**src/rtl/nco_freq_meter.sv**
```systemverilog
// Gated-window frequency meter: counts rising edges of an asynchronous input
// over GATE_CYCLES clk cycles and reports the count (Hz when GATE_CYCLES = CLK_HZ).
//
// state | meaning
// IDLE  | waiting for start, busy low
// GATE  | window open, counting synchronized rising edges of sig_in
module nco_freq_meter #(
    parameter int unsigned CLK_HZ      = 27000000,
    parameter int unsigned GATE_CYCLES = 27000000,
    parameter int unsigned CNT_W       = 32,
    parameter bit          CONTINUOUS  = 1'b0
) (
    input  logic             clk,
    input  logic             rst_n,
    input  logic             sig_in,
    input  logic             start,
    output logic             busy,
    output logic             meas_valid,
    output logic [CNT_W-1:0] meas_count,
    output logic             meas_ovf
);

    localparam int unsigned   GW        = $clog2(GATE_CYCLES);
    localparam logic [GW-1:0] GATE_LOAD = GW'(GATE_CYCLES - 1);

    if (GATE_CYCLES < 2 || CLK_HZ == 0) begin : g_param_check
        $error("nco_freq_meter: GATE_CYCLES must be >= 2 and CLK_HZ nonzero");
    end

    typedef enum logic {
        IDLE = 1'b0,
        GATE = 1'b1
    } state_t;

    state_t           state, state_nxt;
    logic             s1, s2, s3;
    logic             edge_pulse;
    logic [GW-1:0]    gate_cnt;
    logic [CNT_W-1:0] edge_cnt, edge_cnt_inc;
    logic             sat, sat_inc;
    logic             gate_last;

    always_ff @(posedge clk or negedge rst_n) begin
        if (!rst_n) begin
            s1 <= 1'b0;
            s2 <= 1'b0;
            s3 <= 1'b0;
        end else begin
            s1 <= sig_in;
            s2 <= s1;
            s3 <= s2;
        end
    end

    assign edge_pulse = s2 & ~s3;
    assign gate_last  = (gate_cnt == '0);

    // Counter sticks at all-ones; an edge arriving there marks the window saturated.
    always_comb begin
        edge_cnt_inc = edge_cnt;
        sat_inc      = sat;
        if (edge_pulse) begin
            if (&edge_cnt) sat_inc = 1'b1;
            else           edge_cnt_inc = edge_cnt + CNT_W'(1);
        end
    end

    always_ff @(posedge clk or negedge rst_n) begin
        if (!rst_n) state <= IDLE;
        else        state <= state_nxt;
    end

    always_comb begin
        state_nxt = state;
        case (state)
            IDLE: if (start) state_nxt = GATE;
            GATE: if (gate_last && !CONTINUOUS) state_nxt = IDLE;
            default: state_nxt = IDLE;
        endcase
    end

    assign busy = (state == GATE);

    always_ff @(posedge clk or negedge rst_n) begin
        if (!rst_n) begin
            gate_cnt   <= '0;
            edge_cnt   <= '0;
            sat        <= 1'b0;
            meas_valid <= 1'b0;
            meas_count <= '0;
            meas_ovf   <= 1'b0;
        end else begin
            meas_valid <= 1'b0;
            if (state == IDLE) begin
                if (start) begin
                    gate_cnt <= GATE_LOAD;
                    edge_cnt <= '0;
                    sat      <= 1'b0;
                end
            end else if (gate_last) begin
                // Final-cycle edge belongs to this window; reload for continuous mode.
                meas_valid <= 1'b1;
                meas_count <= edge_cnt_inc;
                meas_ovf   <= sat_inc;
                gate_cnt   <= GATE_LOAD;
                edge_cnt   <= '0;
                sat        <= 1'b0;
            end else begin
                gate_cnt <= gate_cnt - GW'(1);
                edge_cnt <= edge_cnt_inc;
                sat      <= sat_inc;
            end
        end
    end

endmodule

```
**config.mk**
```make
export PLATFORM = sky130hd
export DESIGN_NAME = nco_freq_meter
export DESIGN_NICKNAME = d
export VERILOG_FILES = /design/src/rtl/nco_freq_meter.sv
export SDC_FILE = /design/constraint.sdc
export NUM_CORES = 1
export LEC_CHECK = 0
export CAP_MARGIN = 20
export CORE_ASPECT_RATIO = 0.75
export CORE_MARGIN = 4
export CORE_UTILIZATION = 50
export CTS_BUF_LIST = sky130_fd_sc_hd__clkbuf_8
export CTS_CLUSTER_DIAMETER = 100
export CTS_CLUSTER_SIZE = 16
export DETAILED_ROUTE_END_ITERATION = 12
export GPL_TIMING_DRIVEN = 0
export PLACE_DENSITY = 0.71
export SYNTH_ARGS = -nofsm -noshare
export SYNTH_HDL_FRONTEND = slang
export SYNTH_SLANG_ARGS = --single-unit
```
**constraint.sdc**
```tcl
create_clock -name clk -period 2.2 [get_ports clk]
set_input_delay 0.66 -clock clk [delete_from_list [all_inputs] [get_ports clk]]
set_output_delay 0.66 -clock clk [all_outputs]
set_load 0.01 [all_outputs]
```
* Word-level counts from Yosys, hierarchy flattened *
Index checks and enable logic that the tools add are counted.

storage, ports and cells
  bits in writable memories = 0
  word-level logic and storage cells = 37
  latch bits = 0
  memories kept = 0
  ROM bits = 0
  input port bits = 4
  register bits after elaboration = 96

cells by class
  shifts and indexed selects = 0
  eq/ne operators = 0
  div/mod/pow operators = 0
  add/subtract/negate cells = 2
  multiply operators = 0
  reduce and logical (&&, ||, !) cells = 4
  bitwise gates (word level) = 3
  multiplexer cells = 18
  order comparisons = 0

operators by type and width
  kind                                                 number
  2-to-1 mux 32 bit                                    5
  2-to-1 mux 25 bit                                    3
  adder 32 x 1 -> 32 bit (second input constant)       1
  AND reduction 32 bit                                 1
  zero test 25 bit                                     1
  subtractor 25 x 1 -> 25 bit (second input constant)  1
  2-to-1 mux 1 bit                                     9
  NOT 1 bit                                            2
  case mux 1 bit (2 select lines)                      1
  AND reduction 2 bit                                  1
  nonzero test 2 bit                                   1
  bitwise AND 1 bit                                    1

* Logic depth before layout (Yosys ltp) *
  depth after elaboration = 5
  mapped depth = 11
  gate-level depth less buffers = 8

* Worst setup path after synthesis *
No wires, ideal clock.

  path kind = flip-flop to flip-flop
  start = reg gate_cnt[0]
  end = reg meas_count[27]
  cell stages (with the launch flop) = 10
  library setup time = 0.069 ns
  required time = 2.131 ns
  slack = -0.037 ns
  buffers on the path = 2
  arrival = 2.168 ns
  cells stage by stage = dfrtp_1 inv_1 ha_1 nor4b_1 and3_1 buf_2 nand3_1 buf_2 or4_1 nand3_1

between the ends
  cells in the longest elaborated chain, start to end = 2

ends and longest elaborated chain
  what                                  RTL line  RTL
  start: declaration                    38        logic [GW-1:0] gate_cnt;
  start signal: assignment              109       gate_cnt <= gate_cnt - GW'(1);
  zero test 25 bit                      56        assign gate_last = (gate_cnt == '0);
  AND reduction 2 bit (no source line)  -
  end signal: assignment                103       meas_count <= edge_cnt_inc;
  end: declaration                      19        output logic [CNT_W-1:0] meas_count,

No other way between the ends.
A chain may end at the register's enable or synchronous reset.

* Final worst setup path *
  start = reg edge_cnt[12]
  end = reg edge_cnt[27]

between the ends
  cells in the longest elaborated chain, start to end = 5
  elaborated cells on any way between the ends = 6
  classes of those cells = add/sub (1); mux (4); reduce/logical (1)

ends and longest elaborated chain
  what                                                                   RTL line  RTL
  start: declaration                                                     39        logic [CNT_W-1:0] edge_cnt, edge_cnt_inc;
  start signal: assignment                                               110       edge_cnt <= edge_cnt_inc;
  adder 32 x 1 -> 32 bit / AND reduction 32 bit (equally long branches)  64, 63
  2-to-1 mux 32 bit (*)                                                  63        if (&edge_cnt) sat_inc = 1'b1;
  2-to-1 mux 32 bit (*)                                                  62        if (edge_pulse) begin
  2-to-1 mux 32 bit (*)                                                  100       end else if (gate_last) begin
  2-to-1 mux 32 bit (*)                                                  94        if (state == IDLE) begin

Mark *: on every way between the ends. The rest lies on a longest branch, timed or not.

==> impl_metrics.json <==
{
  "run_status": "complete, but fails checks",
  "violations": "negative setup slack",
  "cts.sinks": 96,
  "numPortBuffers": 38,
  "ys_warn_count": 0,
  "fin_crit_sh_pct": 100.2,
  "die_y_um": 96.65,
  "die_w_um": 126.2,
  "synth_area_mm2": 0.005239,
  "clk_pin_slew_ns": 0.10,
  "powerDensity_mw_per_mm2": 598.1,
  "end_kind": "register",
  "finalHoldViolCount": 0,
  "pin_count": 39,
  "drt_iter0_markers": 603,
  "ys.flop_type": "dfrtp_1",
  "arrival_ns": 2.50,
  "gp_congestion": 0.9451,
  "yosysMostFrequentCell": "dfrtp_1",
  "synthArstFlopShare_pct": 100.0,
  "period_needed_ns": 2.204,
  "cts_buffers": 9,
  "cts_hold_buf": 0,
  "fin_area_mm2": 0.006964,
  "via_per_inst": 6.387,
  "syn-instance-count": 577,
  "gr-total-overflow": 0,
  "setup_viol": 1,
  "start_kind": "register",
  "worst_slack_ns": -0.003728,
  "drt_pre_antenna_iters": 6,
  "path_class": "register to register",
  "h-tree-depth": 3,
  "vdd_drop_max_uv": 342.6,
  "fmax_mhz": 453.8,
  "netlist.top_cell.by_area": "dfrtp_1",
  "die_area_mm2": 0.01220,
  "fin_tns_setup_ns": -0.003728,
  "fp-row-count": 32,
  "worstMarginPinSlew_ns": 0.6650,
  "synth-edff-count": 0,
  "cts_root_buffer": "clkbuf_8",
  "wl_mm": 16.43,
  "drv_slew": 0,
  "tritoncts": "done",
  "syn-num-nets": 583,
  "clk_path_buf_depth": 2,
  "avgSynthCellArea_um2": 9.079,
  "ys_top_cells_by_count": "dfrtp_1, o21ai_0, nand2_1, nor2_1, a31oi_1",
  "grt_pass1_wl_mm": 25.52,
  "hold_path_class": "input port to asynchronous set/reset pin",
  "ys_seq_elements": 96,
  "antenna_found_initial": 0,
  "p_leak_nw": 2.799,
  "insertion_delay_ns": 0.38,
  "crit_fanout": 10,
  "synth_cell_types": 64,
  "synthTopCellsByArea": "dfrtp_1, o21ai_0, nand2_1",
  "final.setup_skew_ns": 0.01660,
  "maxCapViolCount": 0,
  "nets": 686,
  "core_mm2": 0.01025,
  "grt_pass1_vias": 4875,
  "total_power_mw": 4.165,
  "syn2layout_area_growth_pct": 32.94,
  "grt_max_degree": 66,
  "dpl_cell_area_mm2": 0.005824,
  "synth.top_cell.area_share_pct": 45.86,
  "hpwl_mm": 10.17,
  "antenna_left": 0,
  "cp.required_ns": 2.50,
  "maxSlewHeadroom_pct": 55.67,
  "drc": 0,
  "diodes": 0,
  "ys_seq_area_share_pct": 45.86,
  "vias": 5244,
  "initial_utilization_pct": 51.11,
  "drive_above_1_share_pct": 25.11,
  "grt.total_usage_pct": 25.93,
  "wl_per_cell_um": 20.01,
  "rsz0062_at_grt": "yes"
}
[critical path, cell delays in order (launching register included)]
cell and delay, ns:
dfrtp_1 0.35, buf_6 0.14, nand4_4 0.17, or4_4 0.53
buf_6 0.18, nor3_4 0.17, buf_6 0.14, buf_6 0.15
o21ai_0 0.13, a31oi_1 0.17
[cell type report]
type                            count  area, µm²
Tap cell                          136      170.2
Multi-Input combinational cell    426       2932
Clock inverter                      7      57.56
Sequential cell                    96       2416
Inverter                           14      55.05
Buffer                             37      339.1
Fill cell                         814       3286
Clock buffer                        9      123.9
Timing Repair Buffer               96      870.8
[flip-flops by register name (all words and copies together), names as in the netlist]
name	flops
busy	1
edge_cnt	32
gate_cnt	25
meas_count	32
meas_ovf	1
meas_valid	1
s1	1
s2	1
s3	1
sat	1
[per-stage QoR]
step                      hold WS, ns  worst slack (ns)  util (%)  std cells
after floorplan                0.3312          0.003808         -        577
after global placement         0.3337            -3.208     56.58        751
after detailed placement       0.3402           -0.4873     56.82        752
after CTS                      0.2367          -0.06416     63.04        792
after global routing           0.2516          -0.08363     67.94        821
final                          0.2223         -0.003728     67.94        821
[layout by cell type (no fill, tap or decap), types with 21 or more instances in the layout]
| master | netlist | layout |
|---|---|---|
| dfrtp_1 | 96 | 85 |
| o21ai_0 | 69 | 60 |
| buf_4 | 1 | 58 |
| nand2_1 | 54 | 54 |
| clkdlybuf4s50_1 | 0 | 37 |
| nor2_1 | 37 | 34 |
| a31oi_1 | 32 | 32 |
| a21oi_1 | 24 | 24 |
| or3_1 | 21 | 21 |
[per-layer routing]
layer | vias up | GRT usage [%] | routed length, µm
met1 | 2564 | 37.09 | 7265
li1 | 2383 | - | -
met4 | 0 | 8.491 | 445
met2 | 255 | 38.78 | 7331
met3 | 42 | 6.457 | 1388
met5 | - | 0 | 0
[path summary, 6_finish.rpt]
kind                                                from                   endpoint  slack (ns)  depth (start not counted)
worst max-delay path            edge_cnt[12]$_DFFE_PN0P_   edge_cnt[27]$_DFFE_PN0P_      -0.004                          9
worst min-delay path                               rst_n  meas_count[4]$_DFFE_PN0P_        0.22                          1
worst max register to register  edge_cnt[12]$_DFFE_PN0P_   edge_cnt[27]$_DFFE_PN0P_      -0.004                          9
worst min register to register              s1$_DFF_PN0_               s2$_DFF_PN0_        0.36                          0
max in group asynchronous                          rst_n   edge_cnt[23]$_DFFE_PN0P_        1.28                          2
min in group clk                            s1$_DFF_PN0_               s2$_DFF_PN0_        0.36                          0
[power breakdown]
group,internal (mW),switching [mW],total (mW)
combinational,0.368,0.452,0.820
clock,0.508,0.627,1.14
sequential,1.96,0.250,2.21
total,2.84,1.33,4.17
[logic make-up after synthesis]
group / Yosys count / synth area share, %
flip-flops: 96 / 45.86
XOR/XNOR: 17 / 2.842
AND/OR/NAND/NOR: 224 / 23.55
buffers and inverters: 55 / 4.753
adder cells (fa/ha/maj): 2 / 0.4776
AO/OA/AOI/OAI: 183 / 22.52
[timing repair]
item / in CTS / in global routing
pin swaps: 10 / 36
resized for setup: 70 / 80
setup endpoints to repair: 89 / 88
setup buffers: 23 / 32
cloned: 1 / 1
Power figures use the tool's default switching activity.
